File: config.mk
export PLATFORM = sky130hd
export DESIGN_NAME = binary_frame_gen
export DESIGN_NICKNAME = d
export VERILOG_FILES = /design/src/rtl/binary_frame_gen_pkg.sv /design/src/rtl/frame_timing_cnt.sv /design/src/rtl/binary_frame_gen.sv
export SDC_FILE = /design/constraint.sdc
export NUM_CORES = 1
export LEC_CHECK = 0
export ABC_CLOCK_PERIOD_IN_PS = 4900
export CAP_MARGIN = 15
export CORE_ASPECT_RATIO = 2
export CORE_MARGIN = 5
export CORE_UTILIZATION = 23
export CTS_BUF_LIST = sky130_fd_sc_hd__clkbuf_4
export DETAILED_ROUTE_END_ITERATION = 10
export GPL_TIMING_DRIVEN = 0
export HOLD_SLACK_MARGIN = 0.03
export PLACE_DENSITY_LB_ADDON = 0.12
export REMOVE_ABC_BUFFERS = 1
export SYNTH_ARGS = -nofsm -noshare
export SYNTH_HDL_FRONTEND = slang
export SYNTH_SLANG_ARGS = --single-unit
File: constraint.sdc
create_clock -name clk -period 4.9 [get_ports clk]
set_input_delay 0.98 -clock clk [delete_from_list [all_inputs] [get_ports clk]]
set_output_delay 0.98 -clock clk [all_outputs]
set_load 0.1 [all_outputs]
File: src/rtl/binary_frame_gen_pkg.sv
// Shared video package for the binary frame generator: state encoding,
// default timing constants, coordinate width and the rectangle pixel test.
package binary_frame_gen_pkg;

    localparam int COORD_W = 12;
    localparam int TMR_W   = 16;
    localparam int ACC_W   = 24;

    localparam int DEF_H_ACTIVE = 800;
    localparam int DEF_V_ACTIVE = 600;
    localparam int DEF_H_BLANK  = 64;
    localparam int DEF_V_PRE    = 16;

    typedef enum logic [2:0] {
        ST_IDLE   = 3'd0,
        ST_VPRE   = 3'd1,
        ST_ACTIVE = 3'd2,
        ST_HBLANK = 3'd3,
        ST_DONE   = 3'd4
    } state_t;

    typedef struct packed {
        logic [COORD_W-1:0] x0;
        logic [COORD_W-1:0] x1;
        logic [COORD_W-1:0] y0;
        logic [COORD_W-1:0] y1;
        logic               invert;
    } frame_cfg_t;

    // Inclusive unsigned bounds: x0>x1 or y0>y1 is simply empty, and bounds
    // past the active area never match, so clipping falls out for free.
    function automatic logic pixel_bit(input frame_cfg_t cfg,
                                       input logic [COORD_W-1:0] col,
                                       input logic [COORD_W-1:0] row);
        return cfg.invert ^ ((col >= cfg.x0) && (col <= cfg.x1) &&
                             (row >= cfg.y0) && (row <= cfg.y1));
    endfunction

endpackage

File: src/rtl/frame_timing_cnt.sv
// Column/row/blank counters for the frame generator; reports end-of-phase
// events to the FSM and exposes next-cycle col/row for the registered pixel.
module frame_timing_cnt
    import binary_frame_gen_pkg::*;
#(
    parameter int H_ACTIVE = DEF_H_ACTIVE,
    parameter int V_ACTIVE = DEF_V_ACTIVE,
    parameter int H_BLANK  = DEF_H_BLANK,
    parameter int V_PRE    = DEF_V_PRE
) (
    input  logic               clk,
    input  logic               rst_n,
    input  state_t             state,
    output logic [COORD_W-1:0] col_nxt,
    output logic [COORD_W-1:0] row_nxt,
    output logic               pre_end,
    output logic               line_end,
    output logic               blank_end,
    output logic               frame_end
);

    localparam logic [COORD_W-1:0] COL_LAST   = COORD_W'(H_ACTIVE - 1);
    localparam logic [COORD_W-1:0] ROW_LAST   = COORD_W'(V_ACTIVE - 1);
    localparam logic [TMR_W-1:0]   PRE_LOAD   = TMR_W'(V_PRE - 1);
    localparam logic [TMR_W-1:0]   BLANK_LOAD = TMR_W'(H_BLANK - 1);

    logic [COORD_W-1:0] col;
    logic [COORD_W-1:0] row;
    logic [TMR_W-1:0]   tmr;
    logic [TMR_W-1:0]   tmr_nxt;
    logic               last_line;

    assign pre_end   = (state == ST_VPRE)   && (tmr == '0);
    assign line_end  = (state == ST_ACTIVE) && (col == COL_LAST);
    assign blank_end = (state == ST_HBLANK) && (tmr == '0);
    assign frame_end = blank_end && last_line;

    // tmr is a down-counter shared by the VPRE and HBLANK phases; it is
    // preloaded in the phase before so it is ready on entry.
    always_comb begin
        col_nxt = '0;
        row_nxt = row;
        tmr_nxt = tmr;
        case (state)
            ST_VPRE: begin
                row_nxt = '0;
                tmr_nxt = pre_end ? BLANK_LOAD : tmr - 1'b1;
            end
            ST_ACTIVE: begin
                tmr_nxt = BLANK_LOAD;
                if (line_end) begin
                    col_nxt = '0;
                    row_nxt = (row == ROW_LAST) ? '0 : row + 1'b1;
                end else begin
                    col_nxt = col + 1'b1;
                end
            end
            ST_HBLANK: begin
                if (!blank_end)
                    tmr_nxt = tmr - 1'b1;
            end
            default: begin
                row_nxt = '0;
                tmr_nxt = PRE_LOAD;
            end
        endcase
    end

    always_ff @(posedge clk or negedge rst_n) begin
        if (!rst_n) begin
            col       <= '0;
            row       <= '0;
            tmr       <= '0;
            last_line <= 1'b0;
        end else begin
            col <= col_nxt;
            row <= row_nxt;
            tmr <= tmr_nxt;
            if (state == ST_VPRE)
                last_line <= 1'b0;
            else if (line_end)
                last_line <= (row == ROW_LAST);
        end
    end

endmodule

File: src/rtl/binary_frame_gen.sv
// Binary test-frame generator: emits a video-style frame with a (possibly
// inverted) foreground rectangle and counts the foreground pixels per frame.
//
// state     | meaning
// ----------+----------------------------------------------------
// ST_IDLE   | waiting for start
// ST_VPRE   | vsync high, before the first active line
// ST_ACTIVE | pixel output, hsync/clken high
// ST_HBLANK | idle cycles after each line
// ST_DONE   | one cycle, frame_done pulse, bit_count updated
module binary_frame_gen
    import binary_frame_gen_pkg::*;
#(
    parameter int H_ACTIVE = DEF_H_ACTIVE,
    parameter int V_ACTIVE = DEF_V_ACTIVE,
    parameter int H_BLANK  = DEF_H_BLANK,
    parameter int V_PRE    = DEF_V_PRE
) (
    input  logic               clk,
    input  logic               rst_n,
    input  logic               start,
    input  logic               cont,
    input  logic [COORD_W-1:0] rect_x0,
    input  logic [COORD_W-1:0] rect_x1,
    input  logic [COORD_W-1:0] rect_y0,
    input  logic [COORD_W-1:0] rect_y1,
    input  logic               invert,
    output logic               post_frame_vsync,
    output logic               post_frame_hsync,
    output logic               post_frame_clken,
    output logic               post_img_bit,
    output logic               busy,
    output logic               frame_done,
    output logic [ACC_W-1:0]   bit_count
);

    state_t             state;
    frame_cfg_t         cfg;
    frame_cfg_t         cfg_in;
    logic [ACC_W-1:0]   acc;
    logic [COORD_W-1:0] col_nxt;
    logic [COORD_W-1:0] row_nxt;
    logic               pre_end;
    logic               line_end;
    logic               blank_end;
    logic               frame_end;

    assign cfg_in = {rect_x0, rect_x1, rect_y0, rect_y1, invert};

    frame_timing_cnt #(
        .H_ACTIVE (H_ACTIVE),
        .V_ACTIVE (V_ACTIVE),
        .H_BLANK  (H_BLANK),
        .V_PRE    (V_PRE)
    ) u_cnt (
        .clk       (clk),
        .rst_n     (rst_n),
        .state     (state),
        .col_nxt   (col_nxt),
        .row_nxt   (row_nxt),
        .pre_end   (pre_end),
        .line_end  (line_end),
        .blank_end (blank_end),
        .frame_end (frame_end)
    );

    // Outputs are set on the transition into a state so they line up with
    // the state register; the pixel uses next-cycle col/row for that reason.
    always_ff @(posedge clk or negedge rst_n) begin
        if (!rst_n) begin
            state            <= ST_IDLE;
            cfg              <= '0;
            acc              <= '0;
            bit_count        <= '0;
            post_frame_vsync <= 1'b0;
            post_frame_hsync <= 1'b0;
            post_frame_clken <= 1'b0;
            post_img_bit     <= 1'b0;
            busy             <= 1'b0;
            frame_done       <= 1'b0;
        end else begin
            if (post_frame_clken && post_img_bit)
                acc <= acc + 1'b1;
            case (state)
                ST_IDLE: begin
                    if (start) begin
                        state            <= ST_VPRE;
                        cfg              <= cfg_in;
                        acc              <= '0;
                        post_frame_vsync <= 1'b1;
                        busy             <= 1'b1;
                    end
                end
                ST_VPRE: begin
                    if (pre_end) begin
                        state            <= ST_ACTIVE;
                        post_frame_hsync <= 1'b1;
                        post_frame_clken <= 1'b1;
                        post_img_bit     <= pixel_bit(cfg, col_nxt, row_nxt);
                    end
                end
                ST_ACTIVE: begin
                    if (line_end) begin
                        state            <= ST_HBLANK;
                        post_frame_hsync <= 1'b0;
                        post_frame_clken <= 1'b0;
                        post_img_bit     <= 1'b0;
                    end else begin
                        post_img_bit     <= pixel_bit(cfg, col_nxt, row_nxt);
                    end
                end
                ST_HBLANK: begin
                    if (frame_end) begin
                        state            <= ST_DONE;
                        post_frame_vsync <= 1'b0;
                        frame_done       <= 1'b1;
                        bit_count        <= acc;
                    end else if (blank_end) begin
                        state            <= ST_ACTIVE;
                        post_frame_hsync <= 1'b1;
                        post_frame_clken <= 1'b1;
                        post_img_bit     <= pixel_bit(cfg, col_nxt, row_nxt);
                    end
                end
                ST_DONE: begin
                    frame_done <= 1'b0;
                    // start is not looked at here: start+cont gives one frame
                    if (cont) begin
                        state            <= ST_VPRE;
                        cfg              <= cfg_in;
                        acc              <= '0;
                        post_frame_vsync <= 1'b1;
                    end else begin
                        state <= ST_IDLE;
                        busy  <= 1'b0;
                    end
                end
                default: begin
                    state <= ST_IDLE;
                end
            endcase
        end
    end

endmodule

# == Word-level counts from Yosys, hierarchy flattened ==
# Cells that the tools add are included.
# word_totals
wordCells,107
output_inout_bits,30
reg_bits,146
inputBits,53
# op_classes
eq_ne,16
magnitude_cmp,4
n_addsub,4
mux,42
n_bitwise,1
n_reduce_logical,23
# ops
operator,count
$mux W49,2
$pmux W49 S2,1
$mux W24,3
$mux W12,4
$pmux W16 S3,1
$pmux W24 S2,1
$mux W16,2
$add A12 B1 Y12 const B,2
$add A24 B1 Y24 const B,1
$eq A12 B10 Y1 const B,2
$ge A12 B12 Y1,2
$le A12 B12 Y1,2
$pmux W12 S2,1
$logic_not A16 Y1,1
$mux W1,16
$sub A16 B1 Y16 const B,1
$mux W3,5
$pmux W3 S5,1
$ne A2 B2 Y1 const B,7
$reduce_and A4 Y1,3
$pmux W1 S3,3
$logic_and A1 B1 Y1,8
$eq A3 B2 Y1 const B,2
$reduce_and A3 Y1,2
other kinds (11),17

# == Logic depth before layout (Yosys ltp) ==
# Gate-level depths: netlist of the first run.
# depth
depth_word,12
ltp_mapped,17

# == By module ==
# From an unflattened synthesis of the first run, not the netlist that was laid out.
# unflattened
hier_cells,834
hier_area_um2,7604.8
# by_module_without_submodules
mod,n_inst,area_per_inst_um2,cells_each
binary_frame_gen,1,5336.4,583
frame_timing_cnt,1,2268.4,251

# == Worst setup path before layout of the first run ==
# No wires, ideal clock.
# synth_path
path_type,flip-flop to flip-flop
startpoint,reg u_cnt.col[5]
endpoint,reg post_img_bit
arrival_time_ps,3336
path_slack_ps,1425
required_ps,4761
stages_incl_launch_ff,16
cell_sequence,dfrtp_1 -> or4bb_1 -> nor4b_4 -> and4_1 -> nand3_1 -> nor2b_1 -> o21ai_0 -> o21ai_0 -> ha_1 -> nand4_1 -> nor2_1 -> a211oi_1 -> o21a_1 -> nor4_1 -> xnor2_1 -> o31ai_2
# synth_between
word_cells_on_any_way,20
# synth_rtl
item,line,rtl
from (decl),frame_timing_cnt.sv:27,logic [COORD_W-1:0] col;
from (signal assigned),frame_timing_cnt.sv:76,col <= col_nxt;
$eq A12 B10 Y1 *,frame_timing_cnt.sv:34,assign line_end = (state == ST_ACTIVE) && (col == COL_LAST);
$logic_and A1 B1 Y1 *,frame_timing_cnt.sv:34,
$mux W12 *,frame_timing_cnt.sv:51,if (line_end) begin
$pmux W12 S2 *,frame_timing_cnt.sv:44,case (state)
net row_nxt[5],binary_frame_gen.sv:42,logic [COORD_W-1:0] row_nxt;
$ge A12 B12 Y1,binary_frame_gen_pkg.sv:36,(row >= cfg.y0) && (row <= cfg.y1));
$logic_and A1 B1 Y1,binary_frame_gen_pkg.sv:35,return cfg.invert ^ ((col >= cfg.x0) && (col <= cfg.x1) &&
$logic_and A1 B1 Y1 *,binary_frame_gen_pkg.sv:36,
$xor A1 B1 Y1 *,binary_frame_gen_pkg.sv:35,
$mux W1,binary_frame_gen.sv:118,end else if (blank_end) begin
$mux W1,binary_frame_gen.sv:113,if (frame_end) begin
$pmux W1 S3 *,binary_frame_gen.sv:84,case (state)
to (signal assigned),binary_frame_gen.sv:99,"post_img_bit <= pixel_bit(cfg, col_nxt, row_nxt);"
to (signal assigned),binary_frame_gen.sv:109,"post_img_bit <= pixel_bit(cfg, col_nxt, row_nxt);"
to (signal assigned),binary_frame_gen.sv:122,"post_img_bit <= pixel_bit(cfg, col_nxt, row_nxt);"
to (decl),binary_frame_gen.sv:31,"output logic post_img_bit,"
# The timed path passes the listed nets; every way through them passes the cells marked *. The select of a mux whose other input is x is not followed.
# A chain may end at the register's enable or synchronous reset.

# == Worst setup path after layout of the first run ==
# layout_path
startpoint,reg u_cnt.col[0]
endpoint,reg post_img_bit
# Same word-level chain as after synthesis.

==> results of run 1 <==
==> state kept, by name, summed over array words and instances (netlist names), 3 cells and up <==
signal     cells
u_cnt.col     12
cfg           49
u_cnt.row     12
state          3
acc           24
bit_count     24
u_cnt.tmr     16
==> worst max path at each step <==
stage | from | endpoint
2_1_floorplan | cont | cfg[0]
3_3_place_gp | cont | cfg[23]
3_5_place_dp | state[1] | post_img_bit
4_1_cts | state[1] | post_img_bit
5_1_grt | state[1] | post_img_bit
6_report | u_cnt.col[0] | post_img_bit
==> where the power goes <==
group          internal, mW  leakage, nW  switching (mW)
Combinational        0.0729         2.14          0.0800
Clock                 0.520        0.195           0.484
Sequential             1.24         1.80          0.0195
==> critical path, delay by kind of cell, from the launching register on <==
family / cells / cell delay (ns)
XOR/XNOR: 1 / 0.17
AO/OA/AOI/OAI: 5 / 1.02
flip-flops: 1 / 0.41
adder cells (fa/ha/maj): 2 / 0.64
AND/OR/NAND/NOR: 6 / 2.04
==> cell families after synthesis <==
logic type / after synthesis
AO/OA/AOI/OAI: 145
AND/OR/NAND/NOR: 258
XOR/XNOR: 38
multiplexers: 32
adder cells (fa/ha/maj): 52
flip-flops: 146
buffers and inverters: 82
==> cells in the mapped netlist, types with 2 or more instances <==
library cell,number
buf_6,2
mux2i_1,2
or2_2,3
nand2b_1,6
mux2_2,10
ha_1,52
xor2_1,25
and2_1,3
dfrtp_1,146
nand4_1,20
and4_1,3
mux2_4,20
a21o_1,4
o41ai_1,3
nor4_1,9
nand2_1,83
and3_1,9
inv_1,55
a31oi_1,6
nor4b_1,2
nor3_1,11
a211oi_1,3
xnor2_1,13
nor2b_1,11
buf_2,3
o22ai_1,2
o21ba_2,2
nor2_1,61
o31ai_1,3
or3_1,7
a21oi_1,27
nand3_1,16
clkbuf_1,20
a2111oi_0,3
or3b_1,2
o21a_1,3
o21ai_0,82
==> final cells by class <==
cell class                      count  area, sq um
Sequential cell                   146         3650
Tap cell                          427          534
Multi-Input combinational cell    525         3550
Inverter                           55          206
Clock buffer                       19          143
Clock inverter                     13          231
Antenna cell                        2         5.00
Timing Repair Buffer               94          970
Fill cell                        3446        22900
==> routing by layer <==
layer / vias up / GRT usage, % / share of wire (%)
li1: 2788 / - / -
met1: 2610 / 11.8 / 38
met2: 71 / 20.9 / 57
met3: 21 / 2.21 / 2.7
met4: 0 / 4.81 / 2.1
met5: - / 0 / 0
==> repair_timing <==
item | CTS | global route
setup buffers | 0 | 3
setup endpoints to repair | 0 | 1
resized for setup | 0 | 1
==> summary.md, run 1 <==
| Metric | Value |
|---|---|
| Status | `finished clean` |
| Seq cells post-synth | `146` |
| Pwr dens | `260 nW/um^2` |
| Worst Path Required | `5.41 ns` |
| Global-route wire length before repair | `31,200 um` |
| Ys flop type | `dfrtp_1` |
| CTS tree | `done` |
| Post-synthesis simple-gate area fraction | `17.2%` |
| Post-synth EDFFs | `0` |
| Via density per instance | `4.29` |
| Post-Route WL | `19,300 um` |
| Port bufs | `82` |
| Die width | `138 um` |
| Worst Path Arrival | `4.88 ns` |
| Max-capacitance violation count | `0` |
| Die ar. | `36,600 sq um` |
| CP Max Fanout | `13` |
| Min Hold Slack | `0.225 ns` |
| Largest net degree at the start of global routing | `109` |
| Nets@finish | `944` |
| Pre-CTS setup slack | `0.0626 ns` |
| Clock buffer depth | `2` |
| Worst hold path class | `in2async` |
| Final Non-Filler Cells | `1,281` |
| Grt ovf | `0` |
| Period utilization | `89.0%` |
| Area fraction of the dominant cell type after synthesis | `48.6%` |
| Synth Area in Adders | `8.65%` |
| Commonest non-fill, non-tap cell in the layout | `dfrtp_1` |
| Synthesis-to-layout area growth | `23.5%` |
| RSZ-0062 raised after global routing | `no` |
| Worst flop-to-flop path endpoint | `post_img_bit` |
| Inst Count DP | `1,244` |
| Static Leak | `4.13 nW` |
| Sequential area share after synthesis | `48.6%` |
| Worst-Margin Slew | `1.06 ns` |
| # setup viols final | `0` |
| Max-slew violation count | `0` |
| VDD IR max | `0.000119 V` |
| Wire per inst | `15.1 um` |
| Tmin final | `4.36 ns` |
| Most frequent cells in the layout | `dfrtp_1, nand2_1, o21ai_0` |
| Syn avg cell area | `9.99 sq um` |
| HPWL after detailed placement | `14,400 um` |
| Final Wtd Congestion | `0.774` |
| Die height | `266 um` |
| Core Box Area | `32,200 sq um` |
| Synth area leader | `dfrtp_1` |
| Number of synthesis warnings | `0` |
| I/O pin cnt | `83` |
| H-tree depth | `4` |
| Final Util | `28.8%` |
| Reg2Reg Depth | `14` |
| # clock sinks | `146` |
| Starting Density | `23.3%` |
| Mux share of post-synthesis cell area | `5.76%` |
| Final WS setup | `0.537 ns` |
| Post-synthesis compound-gate area fraction | `11.0%` |
| Worst path slowest cell | `nor2_1` |
| Fmax | `229 MHz` |
| Initial antenna violation count | `2` |
| Critical Path Sink Type | `register` |
| Clock skew | `0.0286 ns` |
| Number of global-route vias before repair | `5,746` |
| Critical path's largest stage delay | `0.73 ns` |
| Layout cells sized above 1 | `10.6%` |
| CP Launch Type | `register` |
| Cell Area, Synth | `7520 sq um` |
| Post-Syn Instances | `753` |
| DRC | `0` |
| Clock root buffer | `clkbuf_4` |
| Post-synth cell types | `58` |
| Cts bufs inserted | `17` |
| Hold_buf cts | `0` |
| Fin area | `9290 sq um` |
| Largest cells by area after synthesis | `dfrtp_1, ha_1, o21ai_0` |
| 1st-iter DRT viols | `220` |
| Routed vias | `5,490` |
| Setup TNS | `0 ns` |
| Slew headroom | `28.9%` |
| Post-Synth XOR/XNOR Area | `4.43%` |
| GRT Resource Usage Total | `11.2%` |
| Flop2flop setup slack | `0.54 ns` |
| FFs w/ async S/R, synth | `100%` |
| 1st-pass router iterations | `4` |
| Largest family of logic cells by synthesized area | `simple AND/OR/NAND/NOR gates` |
| Row cnt | `93` |
| CP cell instances | `ha_1, and4_1, a31oi_2, nor2_1, o21ai_0, nand2_1, o21ai_0, ha_1, nand4_1, nor4_1, a31oi_1, nor4_1, xnor2_1, o31ai_2` |
| Placed inst area | `8880 sq um` |
| Clock-pin slew on the worst setup and hold paths | `0.14 ns` |
| Final ANT Viol Nets | `0` |
| Worst reg2reg path startpoint | `u_cnt.col[0]` |
| Final hold viol count | `0` |
| Kind of critical path | `reg2reg` |
| Tot Pwr | `2.42 mW` |
| Worst-skew pair later-pin latency | `0.61 ns` |
No activity file was read; power rests on OpenSTA's default activity.
==> run 2, diff against run 1 <==
- DONT_BUFFER_PORTS: unset -> 1
- SETUP_SLACK_MARGIN: unset -> 0.02
==> run 2 against run 1 <==
Compared with the run above:
- global-route usage grew 0.076 points
- flip-flop and latch count unchanged
- cell count shrank 6.4%
- setup slack worse by 0.077 ns
- register-to-register slack worse by 0.08 ns
- clock-buffer cell count down 1
- die area is the same
- critical endpoint unchanged
- clock skew decreased by 0.0075 ns
- wire length rose by 1.9%
- utilization decreased by 2.8 points
- critical path type unchanged
- power down 11%
==> summary.md, run 2 (synthesized netlist as in run 1, its figures left out) <==
| Metric | Value |
|---|---|
| Layout cells sized above 1 | `11.9% (+1.4 points)` |
| Worst path bufs/invs | `0 (unchanged)` |
| Critical path's largest stage delay | `0.75 ns (+0.02 ns)` |
| Tmin final | `4.44 ns (+0.0772 ns)` |
| Commonest non-fill, non-tap cell in the layout | `dfrtp_1` |
| Flop2flop setup slack | `0.46 ns (-0.08 ns)` |
| Final WS setup | `0.459 ns (-0.0772 ns)` |
| Worst path slowest cell | `nor2_1` |
| Fmax | `225 MHz (-1.7%)` |
| Setup TNS | `0 ns (unchanged)` |
| CP Launch Type | `register` |
| Number of global-route vias before repair | `5,505 (-4.2%)` |
| Worst-skew pair later-pin latency | `0.59 ns (-0.02 ns)` |
| Reg power frac | `58.7% (+6.6 points)` |
| Clock-pin slew on the worst setup and hold paths | `0.14 ns (about the same)` |
| Worst hold path class | `in2async` |
| VDD IR max | `0.000160 V (+34%)` |
| Starting Density | `23.3% (unchanged)` |
| Clock buffer depth | `2 (unchanged)` |
| Die ar. | `36,600 sq um (unchanged)` |
| Slew headroom | `32.2% (+3.3 points)` |
| Placed inst area | `8050 sq um (-9.3%)` |
| DRC | `0 (unchanged)` |
| Clock root buffer | `clkbuf_4` |
| Worst-Margin Slew | `1.02 ns (-0.0459 ns)` |
| CP cell instances | `ha_1, and4_1, a31oi_2, nor2_1, o21ai_0, nand2_1, o21ai_0, ha_1, nand4_1, nor4_1, a31oi_1, nor4_1, xnor2_1, o31ai_2` |
| Nets@finish | `864 (-8.5%)` |
| Global-route wire length before repair | `30,900 um (-0.80%)` |
| Comb power frac | `4.7% (-1.6 points)` |
| Fillers | `3,449 (+0.087%)` |
| Pre-CTS setup slack | `-0.0380 ns (-0.101 ns)` |
| Critical path's top delay family | `simple AND/OR/NAND/NOR gates` |
| Final ANT Viol Nets | `0 (unchanged)` |
| # clock sinks | `146 (unchanged)` |
| Period utilization | `90.6% (+1.6 points)` |
| Sw power | `0.577 mW (-1.3%)` |
| HPWL after detailed placement | `14,300 um (-0.51%)` |
| Static Leak | `3.78 nW (-8.5%)` |
| Worst Path Arrival | `4.94 ns (+0.06 ns)` |
| Max-capacitance violation count | `0 (unchanged)` |
| Final Wtd Congestion | `0.743 (-4.0%)` |
| H-tree depth | `4 (unchanged)` |
| Clock power share | `36.6% (-5.0 points)` |
| Most frequent cells in the layout | `dfrtp_1, nand2_1, o21ai_0` |
| Final Non-Filler Cells | `1,199 (-6.4%)` |
| Pwr dens | `257 nW/um^2 (-1.2%)` |
| I/O pin cnt | `83 (unchanged)` |
| Routed vias | `5,244 (-4.5%)` |
| Row cnt | `93 (unchanged)` |
| Post-Route WL | `19,700 um (+1.9%)` |
| Wire per inst | `16.4 um (+8.9%)` |
| RSZ-0062 raised after global routing | `no` |
| Die width | `138 um (unchanged)` |
| Switch share | `26.7% (+2.6 points)` |
| Grt ovf | `0 (unchanged)` |
| Initial antenna violation count | `1 (-1)` |
| Final Util | `26.0% (-2.8 points)` |
| Final hold viol count | `0 (unchanged)` |
| Status | `finished clean` |
| Via density per instance | `4.37 (+2.1%)` |
| Cts bufs inserted | `17 (unchanged)` |
| Inst Count DP | `1,163 (-6.5%)` |
| Kind of critical path | `reg2reg` |
| 1st-pass router iterations | `6 (+2)` |
| CP Max Fanout | `13 (unchanged)` |
| # setup viols final | `0 (unchanged)` |
| Top reg by flops | `cfg` |
| Worst Path Required | `5.40 ns (about the same)` |
| Int Pwr | `1.58 mW (-14%)` |
| GRT Resource Usage Total | `11.2% (+0.076 points)` |
| Tot Pwr | `2.16 mW (-11%)` |
| Clock skew | `0.0211 ns (-0.00748 ns)` |
| CTS tree | `done` |
| Critical Path Sink Type | `register` |
| Biggest regs | `cfg x49, acc x24, bit_count x24` |
| Min Hold Slack | `0.406 ns (+0.181 ns)` |
| Port bufs | `0 (-100%)` |
| Largest net degree at the start of global routing | `147 (+35%)` |
| Core Box Area | `32,200 sq um (unchanged)` |
| Fin area | `8390 sq um (-9.7%)` |
| Die height | `266 um (unchanged)` |
| 1st-iter DRT viols | `151 (-31%)` |
| Number of flip-flops under the largest register name | `49 (unchanged)` |
| Synthesis-to-layout area growth | `11.6%` |
| Max-slew violation count | `0 (unchanged)` |
[run 2: cell types whose count changed in the layout (fill, tap and decap cells not counted), sizes merged]
cell,previous run,this run
clkdlybuf4s50,81,0
bufinv,6,2
clkinvlp,1,4
buf,13,14
clkbuf,19,18
clkinv,5,6
diode,2,1
[run 2: path summary, 6_finish.rpt]
kind / from / endpoint / depth (start not counted)
setup reg to reg: u_cnt.col[0] / post_img_bit / 14
min in group clk: rect_x0[11] / cfg[48] / 2
max in group asynchronous: rst_n / cfg[33] / 1
setup / recovery: u_cnt.col[0] / post_img_bit / 14
hold reg to reg: u_cnt.tmr[11] / u_cnt.tmr[11] / 1
hold / removal: rst_n / u_cnt.tmr[7] / 1
[run 2: cell type report]
cell class	instances	area (sq um)	share of cell area (%)
flip-flops and latches	146	3650	43.6
diodes	1	2.50	0.0298
well taps	427	534	6.37
repair buffers	14	168	2.00
inverters	55	206	2.46
clock inverters	13	139	1.65
clock buffers	18	135	1.61
multi-input cells	525	3550	42.3
[run 2: what timing repair did]
item                                    CTS  global route
hold endpoints to repair                146             0
buffers inserted                          3             0
hold buffers                              1             0
resized for setup                         1             1
pin swaps                                 1             0
endpoints found under the setup margin    1             1
gates cloned                              0             0
[run 2: layer usage]
metal  up-vias  global-route usage (%)  routed length [um]
met4         0                    4.68                 468
li1       2620                       -                   -
met2        72                    21.0               11100
met1      2530                    11.8                7490
met3        22                    2.65                 576
met5         -                       0                   0
[run 2: power groups by stage]
stage	Sequential [mW]	Combinational, mW	Clock, mW
3_3_place_gp	1.29	0.0752	0
2_1_floorplan	1.28	0.0600	0
4_1_cts	1.27	0.107	0.855
5_1_grt	1.27	0.124	0.887
3_5_place_dp	1.29	0.0765	0
6_report	1.27	0.102	0.788
[run 2: worst register-to-register path: stages, from the launching register on]
cell     delay (ns)
dfrtp_1        0.41
ha_1           0.23
and4_1         0.37
a31oi_2        0.25
nor2_1         0.75
o21ai_0        0.20
nand2_1        0.10
o21ai_0        0.24
ha_1           0.41
nand4_1        0.17
nor4_1         0.34
a31oi_1        0.15
nor4_1         0.40
xnor2_1        0.17
o31ai_2        0.19
==> edit (settings of run 1) <==
Put one more register stage on the output `post_frame_vsync`, without a reset. The value now appears one clock later. The other outputs are not delayed to match.
--- a/src/rtl/binary_frame_gen.sv
+++ b/src/rtl/binary_frame_gen.sv
@@ -34,4 +34,6 @@
     output logic [ACC_W-1:0]   bit_count
 );
+
+    logic post_frame_vsync_s0;
 
     state_t             state;
@@ -73,5 +75,5 @@
             acc              <= '0;
             bit_count        <= '0;
-            post_frame_vsync <= 1'b0;
+            post_frame_vsync_s0 <= 1'b0;
             post_frame_hsync <= 1'b0;
             post_frame_clken <= 1'b0;
@@ -88,5 +90,5 @@
                         cfg              <= cfg_in;
                         acc              <= '0;
-                        post_frame_vsync <= 1'b1;
+                        post_frame_vsync_s0 <= 1'b1;
                         busy             <= 1'b1;
                     end
@@ -113,5 +115,5 @@
                     if (frame_end) begin
                         state            <= ST_DONE;
-                        post_frame_vsync <= 1'b0;
+                        post_frame_vsync_s0 <= 1'b0;
                         frame_done       <= 1'b1;
                         bit_count        <= acc;
@@ -130,5 +132,5 @@
                         cfg              <= cfg_in;
                         acc              <= '0;
-                        post_frame_vsync <= 1'b1;
+                        post_frame_vsync_s0 <= 1'b1;
                     end else begin
                         state <= ST_IDLE;
@@ -143,4 +145,8 @@
     end
 
+    always_ff @(posedge clk) begin
+        post_frame_vsync <= post_frame_vsync_s0;
+    end
+
 endmodule
 
Behaviour: not the same (Yosys sat finds a counterexample within 4 cycles, from zero or initial values and one cycle with rst_n low).
==> edit against run 1 <==
- design area shrank 0.83%
- maximum frequency shrank 3.8%
- critical path depth is the same
- count of clock-buffer cells in the layout grew 1
- sequential cell count grew 1
- worst setup slack lost 170 ps
- hold slack gained 65 ps
- area after synthesis shrank 0.48%
- synthesized cell count shrank 2.1%
- routed wire length grew 0.20%
- utilization shrank 0.24 points
- largest cell class unchanged
Power is not compared: it rests on default switching activity, and its combinational part moved more than twofold at a synthesized area within 25%.
==> edit: results (changes against run 1) <==
* Number of global-route vias before repair: 5610 (was 5746)
- Measured slew at the worst slew-check pin: 996 ps (was 1060 ps)
* Mapped Avg Cell Area: 10.2 um^2 (was 9.99 um^2)
* Worst Hold Margin: 290 ps (was 225 ps)
- CP max stage delay: 600 ps (was 730 ps)
- Pint: ~1.6 mW
- The clock tree skew after final layout was 27.8 ps (was 28.6 ps).
- The combined global-route utilization of all metal layers came to 11.2% (about the same).
- Biggest registers after layout: cfg: 49 flops, acc: 24 flops, bit_count: 24 flops (unchanged)
- The critical path's slowest cell was dfrtp_1 (was nor2_1).
* Worst path arrival time: 5030 ps (was 4880 ps)
- The sequential element share of the synthesized area was 49.1% (was 48.6%).
- The number of antenna violations at the first check in global routing is 1 (was 2).
* Most frequent cells after synthesis: dfrtp_1, nand2_1, nor2_1, inv_1, o21ai_0 (was dfrtp_1, nand2_1, o21ai_0, nor2_1, inv_1)
- The filler cell count in the final layout came to 3479 (was 3446).
* NumNets Final: 925 (was 944)
- The post-place setup slack came to -398 ps (was 62.6 ps).
- The number of H-tree branching levels is 4 (unchanged).
- Leading cell types by total area after synthesis: dfrtp_1, ha_1, nand2_1 (was dfrtp_1, ha_1, o21ai_0)
* Maximum number of pins on one net before global-route repair: 89 (was 109)
- Detailed placement HPWL: 14400 um (about the same)
- Detailed-route via count: 5336 (was 5490)
* Wire length of the first global-routing pass: 30900 um (was 31200 um)
- The number of warnings reported in the yosys synthesis log is 0 (unchanged).
* Unique cell type count in the Yosys netlist: 61 (was 58)
- The buffer type at the clock tree root was clkbuf_4 (unchanged).
- Count of placed standard cells including taps: 1228 (was 1244)
- Result of the run: finished, final reports clean (unchanged).
- The total placed instance area was 8880 um^2 (about the same).
- Post-synthesis async set-or-reset flop share: 99.3% (was 100%)
- Average wire length per cell after detail routing: 15.3 um (was 15.1 um)
* Detailed router's first-iteration violation count: 212 (was 220)
* Avg Vias per Cell: 4.23 (was 4.29)
- The utilization after layout came to 28.6% (was 28.8%).
* Critical path launch point: state[1] (was u_cnt.col[0])
* Fraction of final layout cells sized beyond drive strength 1: 10.3% (was 10.6%)
* Setup WS post-layout: 366 ps (was 537 ps)
- Placer's final routability congestion estimate: 0.760 (was 0.774)
edit: what timing repair did:
item                                   4_1_cts  5_1_grt
setup endpoints to repair                    1        1
gates resized for setup                      2        3
endpoints found under the hold margin        0        0
pin swaps                                    1        0
edit: path summary, 6_finish.rpt:
path                               endpoint  cells past startpoint
max                            post_img_bit                     14
min                                 cfg[41]                      1
max reg2reg                    post_img_bit                     14
min reg2reg                post_frame_vsync                      0
max in group asynchronous            cfg[7]                      2
min in group clk           post_frame_vsync                      0
edit: cells by family (layout without fill, tap and decap cells):
kind of cell	Yosys count	count (layout)	synth area share, %
AO/OA/AOI/OAI	135	135	10.9
adder cells (fa/ha/maj)	52	52	8.69
AND/OR/NAND/NOR	244	244	15.9
multiplexers	31	31	5.60
flip-flops	147	147	49.1
other	0	1	0
buffers and inverters	82	178	4.40
XOR/XNOR	46	46	5.38
edit: layout make-up:
type                    count  share of cell area [%]
clock buffers              20                    1.63
inverters                  59                    2.40
repair buffers             87                    10.4
multi-input cells         508                    38.2
flip-flops and latches    147                    39.9
clock inverters            12                    1.71
well taps                 427                    5.80
diodes                      1                  0.0272
edit: layer usage:
metal  global-route usage (%)  up-vias  share of wire [%]  routed length, um
li1                         -     2702                  -                  -
met1                     11.7     2537                 39               7490
met2                     21.0       79                 56              10900
met3                     2.57       18                3.0                588
met4                     4.43        0                2.0                378
met5                        0        -                  0                  0
edit: power by group through the flow:
stage	clock network [mW]	logic [mW]	registers, mW
floorplan	0	0.000616	1.24
global placement	0	0.0699	1.24
detailed placement	0	0.0734	1.24
CTS	0.922	0.0738	1.21
global route	0.965	0.0781	1.21
finish	0.862	0.0702	1.21
